[config.mk]
export PLATFORM = sky130hd
export DESIGN_NAME = id_stage_pipe
export DESIGN_NICKNAME = d
export VERILOG_FILES = /design/src/rtl/id_pkg.sv /design/src/rtl/cla_16bit.sv /design/src/rtl/id_branch_eval.sv /design/src/rtl/id_stage_pipe.sv
export SDC_FILE = /design/constraint.sdc
export NUM_CORES = 1
export LEC_CHECK = 0
export CORE_UTILIZATION = 40
export DETAILED_ROUTE_END_ITERATION = 6
export GPL_TIMING_DRIVEN = 0
export PLACE_DENSITY_LB_ADDON = 0.05
export REMOVE_ABC_BUFFERS = 1
export SLEW_MARGIN = 20
export SYNTH_ARGS = -nofsm -noshare
export SYNTH_HDL_FRONTEND = slang
export SYNTH_HIERARCHICAL = 1
export SYNTH_SLANG_ARGS = --single-unit
export TNS_END_PERCENT = 10
[constraint.sdc]
create_clock -name clk -period 6.4 [get_ports clk]
set_input_delay 1.28 -clock clk [delete_from_list [all_inputs] [get_ports clk]]
set_output_delay 1.28 -clock clk [all_outputs]
set_load 0.05 [all_outputs]
[src/rtl/id_pkg.sv]
// ----------------------------------------------------------------------------
// id_pkg
// Shared definitions for the decode stage of the 16-bit pipelined core:
// opcode encodings, ALU operation codes, branch-condition codes and the bit
// positions of the N/Z/V flags inside the 3-bit flags vector.
// No ports (package).
// ----------------------------------------------------------------------------
package id_pkg;

    typedef enum logic [3:0] {
        OP_ADD    = 4'h0,
        OP_SUB    = 4'h1,
        OP_XOR    = 4'h2,
        OP_RED    = 4'h3,
        OP_SLL    = 4'h4,
        OP_SRA    = 4'h5,
        OP_ROR    = 4'h6,
        OP_PADDSB = 4'h7,
        OP_LW     = 4'h8,
        OP_SW     = 4'h9,
        OP_LLB    = 4'hA,
        OP_LHB    = 4'hB,
        OP_B      = 4'hC,
        OP_BR     = 4'hD,
        OP_PCS    = 4'hE,
        OP_HLT    = 4'hF
    } opcode_e;

    localparam logic [3:0] ALU_ADD    = 4'd0;
    localparam logic [3:0] ALU_SUB    = 4'd1;
    localparam logic [3:0] ALU_XOR    = 4'd2;
    localparam logic [3:0] ALU_SLL    = 4'd4;
    localparam logic [3:0] ALU_SRA    = 4'd5;
    localparam logic [3:0] ALU_ROR    = 4'd6;
    localparam logic [3:0] ALU_RED    = 4'd8;
    localparam logic [3:0] ALU_PADDSB = 4'd9;
    localparam logic [3:0] ALU_ADDR   = 4'd10;
    localparam logic [3:0] ALU_LLB    = 4'd11;
    localparam logic [3:0] ALU_LHB    = 4'd12;
    localparam logic [3:0] ALU_PASS   = 4'd13;

    typedef enum logic [2:0] {
        COND_NE = 3'b000,
        COND_EQ = 3'b001,
        COND_GT = 3'b010,
        COND_LT = 3'b011,
        COND_GE = 3'b100,
        COND_LE = 3'b101,
        COND_OV = 3'b110,
        COND_AL = 3'b111
    } cond_e;

    localparam int unsigned FLAG_N = 2;
    localparam int unsigned FLAG_Z = 1;
    localparam int unsigned FLAG_V = 0;

endpackage

[src/rtl/cla_16bit.sv]
// ----------------------------------------------------------------------------
// cla_16bit
// 16-bit carry-lookahead adder: four 4-bit groups with group generate and
// propagate, group carries resolved by lookahead, ripple inside each group.
// Ports: a, b (addends), cin (carry in), sum (a+b+cin mod 2^16), cout.
// ----------------------------------------------------------------------------
module cla_16bit (
    input  logic [15:0] a,
    input  logic [15:0] b,
    input  logic        cin,
    output logic [15:0] sum,
    output logic        cout
);

    logic [15:0] g;
    logic [15:0] p;
    logic [15:0] c;
    logic [4:0]  gc;
    logic [3:0]  gg;
    logic [3:0]  gp;

    always_comb begin
        g  = a & b;
        p  = a ^ b;
        c  = '0;
        gg = '0;
        gp = '0;
        gc = '0;
        for (int unsigned k = 0; k < 4; k++) begin
            gp[k] = &p[4*k +: 4];
            gg[k] = g[4*k+3]
                  | (p[4*k+3] & g[4*k+2])
                  | (p[4*k+3] & p[4*k+2] & g[4*k+1])
                  | (p[4*k+3] & p[4*k+2] & p[4*k+1] & g[4*k]);
        end
        gc[0] = cin;
        for (int unsigned k = 0; k < 4; k++) begin
            gc[k+1] = gg[k] | (gp[k] & gc[k]);
        end
        for (int unsigned k = 0; k < 4; k++) begin
            c[4*k] = gc[k];
            for (int unsigned j = 0; j < 3; j++) begin
                c[4*k+j+1] = g[4*k+j] | (p[4*k+j] & c[4*k+j]);
            end
        end
        sum  = p ^ c;
        cout = gc[4];
    end

endmodule

[src/rtl/id_branch_eval.sv]
// ----------------------------------------------------------------------------
// id_branch_eval
// Combinational branch-condition evaluator, shared with branch predictors.
// Ports: cond (3-bit condition code), flags (N,Z,V at id_pkg FLAG_* bits),
//        taken (condition satisfied).
// ----------------------------------------------------------------------------
module id_branch_eval
    import id_pkg::*;
(
    input  logic [2:0] cond,
    input  logic [2:0] flags,
    output logic       taken
);

    logic n;
    logic z;
    logic v;

    always_comb begin
        n     = flags[FLAG_N];
        z     = flags[FLAG_Z];
        v     = flags[FLAG_V];
        taken = 1'b0;
        case (cond_e'(cond))
            COND_NE: taken = ~z;
            COND_EQ: taken = z;
            COND_GT: taken = ~z & ~n;
            COND_LT: taken = n;
            COND_GE: taken = z | ~n;     // Z | (!Z & !N) reduces to Z | !N
            COND_LE: taken = n | z;
            COND_OV: taken = v;
            COND_AL: taken = 1'b1;
        endcase
    end

endmodule

[src/rtl/id_stage_pipe.sv]
// ----------------------------------------------------------------------------
// id_stage_pipe
// Decode stage: holds one instruction in an IF/ID register, decodes it,
// detects load-use / branch-flag / branch-register hazards, resolves B/BR
// and redirects fetch. Valid/ready handshake toward fetch and execute.
// Optional macro ID_PERF_CNT_EN adds 16-bit saturating perf counters.
// Ports:
//   clk, rst (async, active high)
//   in_valid/in_ready, instruction, pc_plus2     : fetch side
//   flags, reg_rs                                : architectural NZV, rs read
//   ex_valid, ex_rd, ex_mem_read, ex_reg_write,
//   ex_sets_flags                                : execute-stage hazard info
//   out_valid/out_ready, rd, rs, rt, imm, alu_op, alu_src1, alu_src2,
//   mem_read_en, mem_write_en, reg_write_en, reg_write_src, sets_flags,
//   d_pc_plus2                                   : decoded bundle
//   next_pc, redirect, halt                      : control to fetch
//   perf_stall_cycles, perf_branches, perf_taken : only with ID_PERF_CNT_EN
// ----------------------------------------------------------------------------
module id_stage_pipe
    import id_pkg::*;
#(
    parameter int unsigned PC_W        = 16,
    parameter int unsigned RF_AW       = 4,
    parameter bit          HALT_STICKY = 1'b1
) (
    input  logic             clk,
    input  logic             rst,
    input  logic             in_valid,
    output logic             in_ready,
    input  logic [15:0]      instruction,
    input  logic [PC_W-1:0]  pc_plus2,
    input  logic [2:0]       flags,
    input  logic [PC_W-1:0]  reg_rs,
    input  logic             ex_valid,
    input  logic [RF_AW-1:0] ex_rd,
    input  logic             ex_mem_read,
    input  logic             ex_reg_write,
    input  logic             ex_sets_flags,
    output logic             out_valid,
    input  logic             out_ready,
    output logic [RF_AW-1:0] rd,
    output logic [RF_AW-1:0] rs,
    output logic [RF_AW-1:0] rt,
    output logic [PC_W-1:0]  imm,
    output logic [3:0]       alu_op,
    output logic             alu_src1,
    output logic             alu_src2,
    output logic             mem_read_en,
    output logic             mem_write_en,
    output logic             reg_write_en,
    output logic             reg_write_src,
    output logic             sets_flags,
    output logic [PC_W-1:0]  next_pc,
    output logic             redirect,
    output logic             halt,
    output logic [PC_W-1:0]  d_pc_plus2
`ifdef ID_PERF_CNT_EN
    ,
    output logic [15:0]      perf_stall_cycles,
    output logic [15:0]      perf_branches,
    output logic [15:0]      perf_taken
`endif
);

    logic [15:0]     instr_q, instr_d;
    logic [PC_W-1:0] pc_q, pc_d;
    logic            id_valid_q, id_valid_d;
    logic            halted_q, halted_d;

    opcode_e         op;
    logic            is_branch, is_br, is_hlt, uses_rs, uses_rt;
    logic            load_use, flag_haz, br_haz, stall;
    logic            out_fire, capture, taken;
    logic [PC_W-1:0] branch_sum;

    assign op = opcode_e'(instr_q[15:12]);

    // Decode fields are forced to zero while the register is empty so nothing
    // downstream sees a phantom ADD R0 from the reset value.
    always_comb begin : decode
        rd = '0; rs = '0; rt = '0; imm = '0;
        alu_op = ALU_ADD; alu_src1 = 1'b0; alu_src2 = 1'b0;
        mem_read_en = 1'b0; mem_write_en = 1'b0;
        reg_write_en = 1'b0; reg_write_src = 1'b0; sets_flags = 1'b0;
        is_branch = 1'b0; is_br = 1'b0; is_hlt = 1'b0;
        uses_rs = 1'b0; uses_rt = 1'b0;
        if (id_valid_q) begin
            case (op)
                OP_ADD, OP_SUB, OP_XOR, OP_RED, OP_PADDSB: begin
                    rd = RF_AW'(instr_q[11:8]);
                    rs = RF_AW'(instr_q[7:4]);
                    rt = RF_AW'(instr_q[3:0]);
                    uses_rs = 1'b1; uses_rt = 1'b1; reg_write_en = 1'b1;
                    case (op)
                        OP_SUB:    alu_op = ALU_SUB;
                        OP_XOR:    alu_op = ALU_XOR;
                        OP_RED:    alu_op = ALU_RED;
                        OP_PADDSB: alu_op = ALU_PADDSB;
                        default:   alu_op = ALU_ADD;
                    endcase
                    sets_flags = (op == OP_ADD) || (op == OP_SUB) || (op == OP_XOR);
                end
                OP_SLL, OP_SRA, OP_ROR: begin
                    rd = RF_AW'(instr_q[11:8]);
                    rs = RF_AW'(instr_q[7:4]);
                    imm = {{(PC_W-4){instr_q[3]}}, instr_q[3:0]};
                    uses_rs = 1'b1; alu_src2 = 1'b1; reg_write_en = 1'b1; sets_flags = 1'b1;
                    alu_op = (op == OP_SLL) ? ALU_SLL : (op == OP_SRA) ? ALU_SRA : ALU_ROR;
                end
                OP_LW, OP_SW: begin
                    rs = RF_AW'(instr_q[7:4]);
                    imm = {{(PC_W-5){instr_q[3]}}, instr_q[3:0], 1'b0};
                    uses_rs = 1'b1; alu_src2 = 1'b1; alu_op = ALU_ADDR;
                    if (op == OP_LW) begin
                        rd = RF_AW'(instr_q[11:8]);
                        mem_read_en = 1'b1; reg_write_en = 1'b1; reg_write_src = 1'b1;
                    end else begin
                        rt = RF_AW'(instr_q[11:8]);
                        uses_rt = 1'b1; mem_write_en = 1'b1;
                    end
                end
                OP_LLB, OP_LHB: begin
                    rd = RF_AW'(instr_q[11:8]);
                    rs = RF_AW'(instr_q[11:8]);
                    imm = {{(PC_W-8){1'b0}}, instr_q[7:0]};
                    uses_rs = 1'b1; alu_src2 = 1'b1; reg_write_en = 1'b1;
                    alu_op = (op == OP_LLB) ? ALU_LLB : ALU_LHB;
                end
                OP_B: begin
                    imm = {{(PC_W-10){instr_q[8]}}, instr_q[8:0], 1'b0};
                    is_branch = 1'b1;
                end
                OP_BR: begin
                    rs = RF_AW'(instr_q[7:4]);
                    uses_rs = 1'b1; is_branch = 1'b1; is_br = 1'b1;
                end
                OP_PCS: begin
                    rd = RF_AW'(instr_q[11:8]);
                    alu_op = ALU_PASS; alu_src1 = 1'b1; reg_write_en = 1'b1;
                end
                OP_HLT: is_hlt = 1'b1;
            endcase
        end
    end

    id_branch_eval u_branch_eval (
        .cond  (instr_q[11:9]),
        .flags (flags),
        .taken (taken)
    );

    generate
        if (PC_W == 16) begin : g_cla
            logic adder_cout_unused;
            cla_16bit u_cla (
                .a    (pc_q),
                .b    (imm),
                .cin  (1'b0),
                .sum  (branch_sum),
                .cout (adder_cout_unused)
            );
        end else begin : g_add
            assign branch_sum = pc_q + imm;
        end
    endgenerate

    always_comb begin : control
        load_use  = ex_valid && ex_mem_read && (ex_rd != '0) &&
                    ((uses_rs && (ex_rd == rs)) || (uses_rt && (ex_rd == rt)));
        flag_haz  = is_branch && ex_valid && ex_sets_flags;
        br_haz    = is_br && ex_valid && ex_reg_write && (ex_rd == rs) && (rs != '0);
        stall     = id_valid_q && (load_use || flag_haz || br_haz);
        out_valid = id_valid_q && !stall && !halted_q;
        out_fire  = out_valid && out_ready;
        redirect  = out_fire && is_branch && taken;
        halt      = out_fire && is_hlt;
        next_pc   = pc_q;
        if (is_branch && taken) begin
            next_pc = is_br ? reg_rs : branch_sum;
        end
        d_pc_plus2 = pc_q;
        // rst gates in_ready so it reads 0 for the whole reset window.
        in_ready  = !rst && !halted_q && (!id_valid_q || out_fire) && !redirect;
        capture   = in_valid && in_ready;
        instr_d    = capture ? instruction : instr_q;
        pc_d       = capture ? pc_plus2 : pc_q;
        id_valid_d = capture || (id_valid_q && !out_fire);
        halted_d   = halted_q || (HALT_STICKY && halt);
    end

    always_ff @(posedge clk or posedge rst) begin
        if (rst) begin
            instr_q    <= '0;
            pc_q       <= '0;
            id_valid_q <= 1'b0;
            halted_q   <= 1'b0;
        end else begin
            instr_q    <= instr_d;
            pc_q       <= pc_d;
            id_valid_q <= id_valid_d;
            halted_q   <= halted_d;
        end
    end

`ifdef ID_PERF_CNT_EN
    logic [15:0] stall_cnt_q, stall_cnt_d;
    logic [15:0] br_cnt_q, br_cnt_d;
    logic [15:0] taken_cnt_q, taken_cnt_d;

    always_comb begin
        stall_cnt_d = stall_cnt_q;
        br_cnt_d    = br_cnt_q;
        taken_cnt_d = taken_cnt_q;
        if (stall && (stall_cnt_q != '1))                  stall_cnt_d = stall_cnt_q + 16'd1;
        if (out_fire && is_branch && (br_cnt_q != '1))     br_cnt_d    = br_cnt_q + 16'd1;
        if (redirect && (taken_cnt_q != '1))               taken_cnt_d = taken_cnt_q + 16'd1;
    end

    always_ff @(posedge clk or posedge rst) begin
        if (rst) begin
            stall_cnt_q <= '0;
            br_cnt_q    <= '0;
            taken_cnt_q <= '0;
        end else begin
            stall_cnt_q <= stall_cnt_d;
            br_cnt_q    <= br_cnt_d;
            taken_cnt_q <= taken_cnt_d;
        end
    end

    assign perf_stall_cycles = stall_cnt_q;
    assign perf_branches     = br_cnt_q;
    assign perf_taken        = taken_cnt_q;
`endif

endmodule

Yosys cells after proc, flatten, opt, wreduce, memory -nomap -nowiden
Index checks and enable logic that the tools add are counted.
{"block": "classes", "eq_ne": 24, "muxes": 43, "n_bitwise": 58, "n_reduce_logical": 53}
{"cell": "case mux 16 bit (4 select lines)", "n": 1}
{"cell": "2-to-1 mux 16 bit", "n": 3}
{"cell": "== test 4 bit, second input constant", "n": 8}
{"cell": "XOR 16 bit", "n": 2}
{"cell": "AND 1 bit", "n": 29}
{"cell": "logical AND 1 bit", "n": 24}
{"cell": "2-to-1 mux 4 bit", "n": 6}
{"cell": "OR 1 bit", "n": 24}
{"cell": "case mux 4 bit (2 select lines)", "n": 3}
{"cell": "OR reduction 11 bit", "n": 2}
{"cell": "2-to-1 mux 1 bit", "n": 21}
{"cell": "case mux 4 bit (5 select lines)", "n": 1}
{"cell": "== test 4 x 3 -> 1 bit, second input constant", "n": 4}
{"cell": "case mux 4 bit (4 select lines)", "n": 1}
{"cell": "AND 15 bit", "n": 1}
{"cell": "OR reduction 13 bit", "n": 1}
{"cell": "== test 3 bit, second input constant", "n": 4}
{"cell": "== test 4 x 2 -> 1 bit, second input constant", "n": 2}
{"cell": "== test 4 bit", "n": 2}
{"cell": "logical OR 1 bit", "n": 8}
{"cell": "case mux 1 bit (8 select lines)", "n": 1}
{"cell": "AND reduction 4 bit", "n": 2}
{"cell": "nonzero test 4 bit", "n": 2}
{"cell": "OR reduction 7 bit", "n": 1}
{"cell": "other kinds (13)", "n": 25}
{"block": "word_totals", "reg_bits": 34, "input_bits": 63, "out_inout_bits": 75, "word_cells": 182}

Logic depth before layout (Yosys ltp)
Gate-level depths: netlist of run 1.
{"block": "logic_depth", "depth_word": 22, "ltp_mapped": 19, "ltp_nobuf": 17}

Hierarchy
The synthesis of run 1 kept the hierarchy.
{"mod": "id_stage_pipe", "instances": 1, "cells_per_inst": 275, "area_per_inst_um2": 2516.2, "seq_area_each_um2": 850.8}
{"mod": "cla_16bit", "instances": 1, "cells_per_inst": 76, "area_per_inst_um2": 720.7, "seq_area_each_um2": 0.0}
{"mod": "id_branch_eval", "instances": 1, "cells_per_inst": 11, "area_per_inst_um2": 76.3, "seq_area_each_um2": 0.0}

Worst setup path after synthesis of run 1
No wires, ideal clock.
{"block": "synth_timing", "path_kind": "flip-flop to output port", "from": "reg instr_q[13]", "to": "out next_pc[15]", "t_arrival_ps": 6160, "required_time_ps": 5120, "setup_slack_ps": -1040, "stages_incl_launch_ff": 19, "path_buffers": 2, "cell_sequence": "dfrtp_1 -> buf_2 -> clkbuf_1 -> nand2_1 -> nand3_1 -> o21ai_0 -> o21ai_0 -> a21oi_1 -> ha_1 -> a21oi_1 -> nor2_1 -> a211oi_2 -> nand3_2 -> fa_1 -> fa_1 -> fa_1 -> xor2_1 -> mux2i_1 -> a21oi_1"}
{"block": "synth_between", "word_cells_on_any_way": 61, "cone_classes": "eq/ne: 9; mux: 8; bitwise: 37; reduce/logical: 7"}
{"element": "start: declaration", "line": "id_stage_pipe.sv:65", "rtl": "logic [15:0] instr_q, instr_d;"}
{"element": "start signal: assignment", "line": "id_stage_pipe.sv:198", "rtl": "instr_q <= instr_d;"}
{"element": "== test 4 x 3 -> 1 bit or == test 4 bit (tied branches)", "line": "id_stage_pipe.sv:88", "rtl": "case (op)"}
{"element": "OR reduction 3 bit or OR reduction 2 bit (tied branches)", "line": "id_stage_pipe.sv:88"}
{"element": "case mux 16 bit (4 select lines) *", "line": "id_stage_pipe.sv:88"}
{"element": "2-to-1 mux 16 bit *", "line": "id_stage_pipe.sv:87", "rtl": "if (id_valid_q) begin"}
{"element": "via imm[9]", "line": "id_stage_pipe.sv:44", "rtl": "output logic [PC_W-1:0] imm,"}
{"element": "AND 15 bit or XOR 16 bit (tied branches)", "line": "cla_16bit.sv:23, cla_16bit.sv:24"}
{"element": "AND 1 bit (on tied branches)", "line": "cla_16bit.sv:33, cla_16bit.sv:34"}
{"element": "OR 1 bit or AND 1 bit (tied branches)", "line": "cla_16bit.sv:33, cla_16bit.sv:34"}
{"element": "(+4 left out)"}
{"element": "AND 1 bit *", "line": "cla_16bit.sv:43", "rtl": "c[4*k+j+1] = g[4*k+j] | (p[4*k+j] & c[4*k+j]);"}
{"element": "OR 1 bit *", "line": "cla_16bit.sv:43"}
{"element": "AND 1 bit *", "line": "cla_16bit.sv:43"}
{"element": "OR 1 bit *", "line": "cla_16bit.sv:43"}
{"element": "XOR 16 bit *", "line": "cla_16bit.sv:46", "rtl": "sum = p ^ c;"}
{"element": "via branch_sum[15]", "line": "id_stage_pipe.sv:74", "rtl": "logic [PC_W-1:0] branch_sum;"}
{"element": "2-to-1 mux 16 bit *", "line": "id_stage_pipe.sv:179", "rtl": "next_pc = is_br ? reg_rs : branch_sum;"}
{"element": "2-to-1 mux 16 bit *", "line": "id_stage_pipe.sv:178", "rtl": "if (is_branch && taken) begin"}
{"element": "end: declaration", "line": "id_stage_pipe.sv:53", "rtl": "output logic [PC_W-1:0] next_pc,"}
The timed path passes the listed nets; every way through them passes the cells marked *.

Worst setup path in the final report of run 1
{"block": "layout_timing", "from": "reg instr_q[15]", "to": "out next_pc[15]"}
{"block": "layout_between", "elab_chain_cells": 22, "word_cells_on_any_way": 61, "cone_classes": "eq/ne: 9; mux: 8; bitwise: 37; reduce/logical: 7"}
{"element": "== test 4 x 3 -> 1 bit or == test 4 bit (tied branches)", "line": "id_stage_pipe.sv:88"}
{"element": "OR reduction 3 bit or OR reduction 2 bit (tied branches)", "line": "id_stage_pipe.sv:88"}
{"element": "case mux 16 bit (4 select lines) *", "line": "id_stage_pipe.sv:88"}
{"element": "2-to-1 mux 16 bit *", "line": "id_stage_pipe.sv:87"}
{"element": "XOR 16 bit or AND 15 bit (tied branches)", "line": "cla_16bit.sv:24, cla_16bit.sv:23"}
{"element": "AND 1 bit (on tied branches)", "line": "cla_16bit.sv:32, cla_16bit.sv:33, cla_16bit.sv:34"}
{"element": "OR 1 bit (tied with other cells)", "line": "cla_16bit.sv:32", "rtl": "| (p[4*k+3] & g[4*k+2])"}
{"element": "OR 1 bit or AND 1 bit (tied branches)", "line": "cla_16bit.sv:33, cla_16bit.sv:34"}
{"element": "(+7 left out)"}
{"element": "AND 1 bit", "line": "cla_16bit.sv:43"}
{"element": "OR 1 bit", "line": "cla_16bit.sv:43"}
{"element": "AND 1 bit", "line": "cla_16bit.sv:43"}
{"element": "OR 1 bit", "line": "cla_16bit.sv:43"}
{"element": "XOR 16 bit *", "line": "cla_16bit.sv:46"}
{"element": "via branch_sum[15]", "line": "id_stage_pipe.sv:74"}
{"element": "2-to-1 mux 16 bit *", "line": "id_stage_pipe.sv:179"}
{"element": "2-to-1 mux 16 bit *", "line": "id_stage_pipe.sv:178"}
Marks and branches as above.

==> flow_metrics.env, run 1 <==
export IMPL_status="complete, no violations"
export IMPL_cp_end_kind="output port"
export IMPL_dp_hpwl_um=7393
export IMPL_areaGrowthSynthToFinish_pct=47.97
export IMPL_grt_max_degree=20
export IMPL_cp_cell_sequence="clkinvlp_4 > nand3_1 > o21ai_1 > o21ai_2 > a21oi_1 > ha_1 > a21oi_1 > o21ai_2 > or3b_1 > nand3_2 > fa_1 > fa_1 > fa_1 > xor2_1 > mux2i_1 > a21oi_1 > clkdlybuf4s15_2"
export IMPL_regToRegSetupSlack_ps=2910
export IMPL_drt_iter0_drc=115
export IMPL_worst_path_buf_inv=2
export IMPL_overflow=0
export IMPL_wl_met1_um=4013
export IMPL_die_w_um=91.96
export IMPL_hold_viol=0
export IMPL_final_min_clock_period_ps=6192
export IMPL_cts_root_buf="clkbuf_8"
export IMPL_crit_path_max_fanout=18
export IMPL_slew_headroom=0.5109
export IMPL_clkLatencyLatePin_ps=290
export IMPL_path_clk_slew_ps=70
export IMPL_maxUsedRoutingLayer="met4"
export IMPL_die_y_um=91.96
export IMPL_startpoint_type="register"
export IMPL_dieArea_um2=8456
export IMPL_netlist_area_um2=3237
export IMPL_postCtsSetupRepairBufs=0
export IMPL_fmax_ghz=0.1615
export IMPL_leakagePower_nw=2.086
export IMPL_fin_skew_ps=9.329
export IMPL_instances_no_fill=587
export IMPL_cts_buffers=5
export IMPL_rows=32
export IMPL_initial_core_util=0.4167
export IMPL_min_path_type="reg2reg"
export IMPL_synth_avg_cell_area_um2=9.144
export IMPL_timing_final_crit_share=0.9675
export IMPL_dp_slack_ps=-630.9
export IMPL_slew_violations=0
export IMPL_layout_drive_gt1_share=0.09897
export IMPL_met2_length_um=4843
export IMPL_wl_met3_um=481
export IMPL_routedWlPerCell_um=16.07
export IMPL_vdd_ir_drop_max_v=0.00007782
export IMPL_cts_sinks=34
export IMPL_final_setup_worst_slack_ps=208.1
export IMPL_drcViolationCount=0
export IMPL_antenna_left=0
export IMPL_setup_viol=0
export IMPL_worstPathArrival_ps=4910
export IMPL_place_congestion=0.9237
export IMPL_cp_top_family="adder cells"
export IMPL_powerDensity_nw_per_um2=91.11
export IMPL_fin_tns_setup_ps=0
export IMPL_p_total_uw=436.4
export IMPL_fp_coreArea_um2=7767
export IMPL_grt_pass1_wl_um=15780
export IMPL_clk_path_buf_depth=2
export IMPL_cp_required_ps=5120
export IMPL_nNetsFinal=572
export IMPL_fin_util=0.6166
export IMPL_nFillCells=707
export IMPL_antenna_cells=0
export IMPL_h_tree_depth=2
export IMPL_synth_warnings=6
export IMPL_portBuffers=137
export IMPL_antenna_found_initial=0
export IMPL_slowest_delay_ps=570
export IMPL_criticalPathCategory="reg2out"
export IMPL_wirelength_um=9431
export IMPL_num_vias=3147
export IMPL_viasPerCell=5.361
export IMPL_grt_pass1_vias=3160
export IMPL_rsz0062_at_grt="true"
export IMPL_cts_tree="built"
export IMPL_worstMarginPinSlew_ps=731.9
export IMPL_dp_cells=579
export IMPL_grt_use_total=0.2356
export IMPL_firstDrtPassIters=4
export IMPL_drv_cap=0
export IMPL_syn_inst=354
export IMPL_io_pins=138
export IMPL_critPathSlowestCell="dfrtp_2"
## layout make-up
class | instances | area [µm²] | area share
Multi-Input combinational cell | 272 | 2168 | 0.4527
Tap cell | 102 | 127.6 | 0.02665
Inverter | 27 | 105.1 | 0.02194
Clock buffer | 7 | 86.33 | 0.01803
Sequential cell | 34 | 853.3 | 0.1782
Clock inverter | 1 | 5.005 | 0.001045
Timing Repair Buffer | 144 | 1444 | 0.3015
## per-layer routing
layer / vias up / track usage
met5: - / 0
met4: 0 / 0.05339
met2: 85 / 0.4142
met3: 11 / 0.03483
li1: 1515 / -
met1: 1536 / 0.3043
## cells in the final DEF, fill, tap and decap left out, types with 3 or more instances in the layout
cell / instances
and2_1: 7
clkdlybuf4s50_1: 129
a32oi_1: 6
mux2_2: 3
xnor2_1: 6
a21oi_1: 34
nor2b_1: 3
nand3_1: 6
a22oi_1: 7
nor2_1: 37
clkbuf_2: 4
buf_4: 3
nor3_1: 4
mux2_1: 30
dfrtp_1: 32
nand2b_1: 4
inv_1: 25
clkbuf_8: 6
ha_1: 13
o21ai_0: 10
a32o_1: 3
nand2_1: 20
mux2i_1: 18
buf_6: 3
dlymetal6s2s_1: 3
fa_1: 12
## what timing repair did
| action | in CTS | in global routing |
|---|---|---|
| hold buffers | 0 | 0 |
| cloned | 0 | 0 |
| resized for setup | 13 | 13 |
| endpoints found under the setup margin | 9 | 8 |
## path summary, 6_finish.rpt
check | start | endpoint | cells past startpoint
min in group asynchronous | rst | d_pc_plus2[8] | 2
hold reg to reg | halted_q | halted_q | 2
max in group asynchronous | rst | instr_q[15] | 3
setup / recovery | instr_q[15] | next_pc[15] | 17
setup reg to reg | instr_q[14] | instr_q[7] | 8
hold / removal | halted_q | halted_q | 2
## metrics by stage
step / hold WS (ps) / instance area [µm²]
after floorplan: 447.2 / 3098
after global placement: 476.1 / 4597
after detailed placement: 487.9 / 4690
after CTS: 506.4 / 4788
after global routing: 533.3 / 4790
final: 509.7 / 4790
## worst reg2reg max path: cells and delay by family, from the launching register on
kind                   cells  cell delay, ps
DFF                        1             660
AOI/OAI and AO/OA          3             940
muxes                      1             330
and+or+nand+nor            3            1240
buffers and inverters      1             200
## flip-flops by register name, summed over array words and instances, names as in the netlist
name,cells
d_pc_plus2,16
instr_q,16
id_valid_q,1
halted_q,1
## power breakdown
part	switching [mW]	internal, mW
sequential	0	0.215
clock	0.0802	0.0868
combinational	0.0161	0.0385
total	0.0963	0.340
(Power assumes the default switching activity.)
==> inputs of run 2 (changes only) <==
Settings changed: CTS_BUF_LIST set to sky130_fd_sc_hd__clkbuf_8.
==> run 2 against run 1 <==
Effect of this change: die area stayed put; worst hold slack is the same; critical path depth is the same; power is 0.35% lower; flip-flop and latch count unchanged; sequential share of layout area is the same; cell count unchanged; global-route usage unchanged; clock power hardly changed; highest routed layer unchanged; first-iteration DRC count fell by 1.7%; critical endpoint unchanged.
==> flow_metrics.env, run 2 (synthesized netlist as in run 1, its figures left out) <==
export IMPL_worstMarginPinSlew_ps=731.9
export IMPL_final_setup_worst_slack_ps=208.1
export IMPL_fin_skew_ps=9.498
export IMPL_hold_viol=0
export IMPL_grt_pass1_vias=3160
export IMPL_rows=32
export IMPL_cp_end_kind="output port"
export IMPL_leakagePower_nw=2.090
export IMPL_antenna_left=0
export IMPL_timing_final_crit_share=0.9675
export IMPL_reg2reg_to="instr_q[7]"
export IMPL_die_y_um=91.96
export IMPL_regArea_um2=853.3
export IMPL_fp_coreArea_um2=7767
export IMPL_place_congestion=0.9237
export IMPL_cts_buffers=5
export IMPL_status="complete, no violations"
export IMPL_crit_start="instr_q[15]"
export IMPL_slew_headroom=0.5109
export IMPL_cts_sinks=34
export IMPL_worstPathArrival_ps=4910
export IMPL_slew_violations=0
export IMPL_powerDensity_nw_per_um2=90.80
export IMPL_die_w_um=91.96
export IMPL_cts_tree="built"
export IMPL_holdCritStartpoint="halted_q"
export IMPL_drcViolationCount=0
export IMPL_vdd_ir_drop_max_v=0.00007757
export IMPL_drv_cap=0
export IMPL_routedWlPerCell_um=16.06
export IMPL_io_pins=138
export IMPL_hold_path_end="halted_q"
export IMPL_fin_tns_setup_ps=0
export IMPL_initial_core_util=0.4167
export IMPL_regToRegSetupSlack_ps=2910
export IMPL_nFillCells=707
export IMPL_drt_iter0_drc=113
export IMPL_min_path_type="reg2reg"
export IMPL_startpoint_type="register"
export IMPL_wirelength_um=9430
export IMPL_grt_use_total=0.2356
export IMPL_dieArea_um2=8456
export IMPL_antenna_cells=0
export IMPL_criticalPathCategory="reg2out"
export IMPL_grt_pass1_wl_um=15780
export IMPL_dp_slack_ps=-630.9
export IMPL_portBuffers=137
export IMPL_num_vias=3147
export IMPL_h_tree_depth=2
export IMPL_fmax_ghz=0.1615
export IMPL_clk_path_buf_depth=2
export IMPL_cts_root_buf="clkbuf_8"
export IMPL_firstDrtPassIters=4
export IMPL_layout_drive_gt1_share=0.09897
export IMPL_setup_viol=0
export IMPL_antenna_found_initial=0
export IMPL_r2r_start="instr_q[14]"
export IMPL_final_common_cell="clkdlybuf4s50_1"
export IMPL_areaGrowthSynthToFinish_pct=47.97
export IMPL_cp_required_ps=5120
export IMPL_hold_ws_ps=509.7
export IMPL_path_clk_slew_ps=70
export IMPL_final_min_clock_period_ps=6192
export IMPL_final_cell_mix="clkdlybuf4s50_1 (129), nor2_1 (37), a21oi_1 (34)"
export IMPL_clkLatencyLatePin_ps=290
export IMPL_overflow=0
export IMPL_crit_path_max_fanout=18
export IMPL_dp_hpwl_um=7393
export IMPL_multi_input_area_um2=2168
export IMPL_hold_depth=2
export IMPL_viasPerCell=5.361
export IMPL_rsz0062_at_grt="true"
export IMPL_nNetsFinal=572
export IMPL_grt_max_degree=20
export IMPL_worst_r2r_path_depth=8
==> run 2: through the flow <==
step,util,cell area [µm²],total power [mW],std cells
floorplan,-,3098,0.2289,333
global placement,0.5918,4597,0.2709,572
detailed placement,0.6037,4690,0.2737,579
CTS,0.6165,4788,0.4407,587
global route,0.6166,4790,0.4544,587
finish,0.6166,4790,0.4349,587
==> run 2: how the worst max path moves through the flow <==
stage | endpoint | slack, ps | cells after the start
after CTS | next_pc[14] | 10 | 15
final | next_pc[15] | 210 | 17
after floorplan | next_pc[15] | -5510 | 15
after detailed placement | next_pc[15] | -630 | 17
after global placement | next_pc[15] | -1290 | 16
after global routing | next_pc[15] | -160 | 17
==> run 2: layout make-up <==
type,instances,share of cell area
tap,102,0.02665
timing repair buffer,144,0.3015
clock inverter,2,0.001829
clock buffer,6,0.01724
multi-input combinational,272,0.4527
inverter,27,0.02194
sequential,34,0.1782
==> run 2: what timing repair did <==
item / 4_1_cts / 5_1_grt
resized for setup: 13 / 13
pin swaps: 0 / 0
hold buffers: 0 / 0
buffers inserted: 0 / 0
endpoints found under the setup margin: 9 / 8
hold endpoints to repair: 0 / 0
==> run 2: critical path, stage by stage (launching register included) <==
cell and delay (ps):
dfrtp_2 570, clkinvlp_4 280, nand3_1 160, o21ai_1 200, o21ai_2 360, a21oi_1 150
ha_1 320, a21oi_1 200, o21ai_2 90, or3b_1 180, nand3_2 80, fa_1 400
fa_1 400, fa_1 390, xor2_1 170, mux2i_1 90, a21oi_1 180, clkdlybuf4s15_2 390
==> run 2: power by group <==
group / internal [mW] / switching, mW / total, mW
Combinational: 0.0385 / 0.0161 / 0.0546
Clock: 0.0852 / 0.0803 / 0.165
Sequential: 0.215 / 0 / 0.215
Total: 0.339 / 0.0964 / 0.435
==> run 2: metal layers <==
| layer | track usage | part of all wire |
|---|---|---|
| met5 | 0 | 0 |
| met4 | 0.05339 | 0.0099 |
| met3 | 0.03483 | 0.051 |
| met2 | 0.4142 | 0.51 |
| met1 | 0.3043 | 0.43 |
==> inputs of run 3 (changes only) <==
Settings changed: CAP_MARGIN set to 20.
Clock period 6.4 ns to 6.23 ns, I/O delays scaled along.
==> run 3 against run 2 <==
Effect of this change: sequential power up 3%; global-route usage barely moved; utilization is 0.35 points higher; flip-flop and latch count unchanged; sequential share of layout area is 0.054 points higher; highest routed layer unchanged; critical path depth down 2; critical endpoint is now next_pc[13]; cell count stayed put; clock power is 3% higher; via count about the same; count of clock-buffer cells in the layout stayed put; non-clock buffer count unchanged; die area unchanged.
==> flow_metrics.env, run 3 (synthesized netlist as in run 1, its figures left out) <==
export IMPL_status="complete, no violations"
export IMPL_powerDensity_nw_per_um2=92.74
export IMPL_drv_cap=0
export IMPL_die_w_um=91.96
export IMPL_final_common_cell="clkdlybuf4s50_1"
export IMPL_holdBufCountCts=0
export IMPL_cp_required_ps=4980
export IMPL_wirelength_um=9449
export IMPL_nNetsFinal=572
export IMPL_antenna_found_initial=0
export IMPL_drt_iter0_drc=99
export IMPL_clk_path_buf_depth=2
export IMPL_areaGrowthSynthToFinish_pct=48.82
export IMPL_fin_util=0.6202
export IMPL_fp_coreArea_um2=7767
export IMPL_setup_viol=0
export IMPL_routedWlPerCell_um=16.10
export IMPL_criticalPathCategory="reg2out"
export IMPL_reg2reg_to="instr_q[7]"
export IMPL_clkLatencyLatePin_ps=290
export IMPL_p_switching_uw=99.01
export IMPL_r2r_start="id_valid_q"
export IMPL_grt_use_total=0.2358
export IMPL_rows=32
export IMPL_clkPwrFrac=0.381
export IMPL_final_cell_mix="clkdlybuf4s50_1 (130), nor2_1 (37), a21oi_1 (33)"
export IMPL_placed_cell_area_um2=4690
export IMPL_overflow=0
export IMPL_regToRegSetupSlack_ps=2750
export IMPL_timing_final_crit_share=0.9452
export IMPL_grt_max_degree=20
export IMPL_worstMarginPinSlew_ps=718.2
export IMPL_p_total_uw=446.8
export IMPL_hold_viol=0
export IMPL_grt_pass1_vias=3159
export IMPL_instances_no_fill=587
export IMPL_drcViolationCount=0
export IMPL_cts_sinks=34
export IMPL_leakagePower_nw=2.058
export IMPL_slew_headroom=0.5201
export IMPL_layout_drive_gt1_share=0.1093
export IMPL_portBuffers=137
export IMPL_antenna_cells=0
export IMPL_min_path_type="reg2reg"
export IMPL_comb_power_share=0.126
export IMPL_swShare=0.2216
export IMPL_fin_skew_ps=11.35
export IMPL_viasPerCell=5.359
export IMPL_die_y_um=91.96
export IMPL_crit_path_max_fanout=18
export IMPL_finalInstanceArea_um2=4817
export IMPL_worst_r2r_path_depth=8
export IMPL_path_clk_slew_ps=70
export IMPL_vdd_ir_drop_max_v=0.00007978
export IMPL_worstPathArrival_ps=4640
export IMPL_antenna_left=0
export IMPL_h_tree_depth=2
export IMPL_internal_power_uw=347.7
export IMPL_place_congestion=0.9237
export IMPL_dp_cells=579
export IMPL_initial_core_util=0.4167
export IMPL_cts_buffers=5
export IMPL_postCtsSetupRepairBufs=0
export IMPL_final_min_clock_period_ps=5889
export IMPL_io_pins=138
export IMPL_seqPwrFrac=0.494
export IMPL_fin_tns_setup_ps=0
export IMPL_startpoint_type="register"
export IMPL_dp_hpwl_um=7393
export IMPL_slew_violations=0
export IMPL_grt_pass1_wl_um=15790
export IMPL_cts_root_buf="clkbuf_8"
export IMPL_num_vias=3146
export IMPL_crit_start="instr_q[13]"
export IMPL_rsz0062_at_grt="false"
export IMPL_cp_end_kind="output port"
export IMPL_dieArea_um2=8456
export IMPL_cts_tree="built"
export IMPL_fmax_ghz=0.1698
export IMPL_firstDrtPassIters=5
export IMPL_crit_end="next_pc[13]"
[run 3: how the worst min path moves through the flow]
stage / startpoint / to / slack, ps / cells past startpoint
floorplan: halted_q / halted_q / 450 / 2
global placement: halted_q / halted_q / 480 / 2
detailed placement: halted_q / halted_q / 490 / 2
CTS: halted_q / halted_q / 510 / 2
global route: halted_q / halted_q / 530 / 2
finish: halted_q / halted_q / 510 / 2
[run 3: stage by stage]
step                      setup WS, ps  hold slack [ps]
after detailed placement        -766.9            487.9
after global placement           -1428            476.1
after floorplan                  -5645            447.2
final                            341.3            508.5
after CTS                        10.91            506.4
after global routing             20.96            533.3
[run 3: timing repair]
item,4_1_cts,5_1_grt
gates resized for setup,16,21
pin swaps,0,0
setup endpoints to repair,11,9
[run 3: routing by layer]
layer  GRT usage  wire length [µm]  up-vias
met2      0.4142              4854       87
met4     0.05339                73        0
met1      0.3048              4144     1533
met5           0                 0        -
li1            -                 -     1519
met3     0.03483               377        7
[run 3: final cells by class]
cell class              count  area (µm²)
flip-flops and latches     34       860.8
repair buffers            144        1431
inverters                  27       105.1
clock inverters             2       8.758
fillers                   704        2950
multi-input cells         272        2201
well taps                 102       127.6
clock buffers               6       82.58
[run 3: power groups by stage]
| stage | clock network, mW | logic (mW) | registers (mW) |
|---|---|---|---|
| finish | 0.170 | 0.0562 | 0.221 |
| global placement | 0 | 0.0535 | 0.225 |
| floorplan | 0 | 0.0103 | 0.225 |
| global route | 0.186 | 0.0602 | 0.220 |
| CTS | 0.176 | 0.0565 | 0.221 |
| detailed placement | 0 | 0.0563 | 0.225 |
[run 3: critical path, cell delays in order (launching register included)]
cell	delay, ps
dfrtp_4	580
nand2_1	200
nand3_1	160
o21ai_0	200
nand2_2	190
a21oi_2	250
ha_1	280
a21oi_1	200
o21ai_2	90
or3b_1	180
nand3_2	80
fa_1	400
fa_1	490
mux2i_1	60
a21oi_1	170
clkdlybuf4s50_1	810
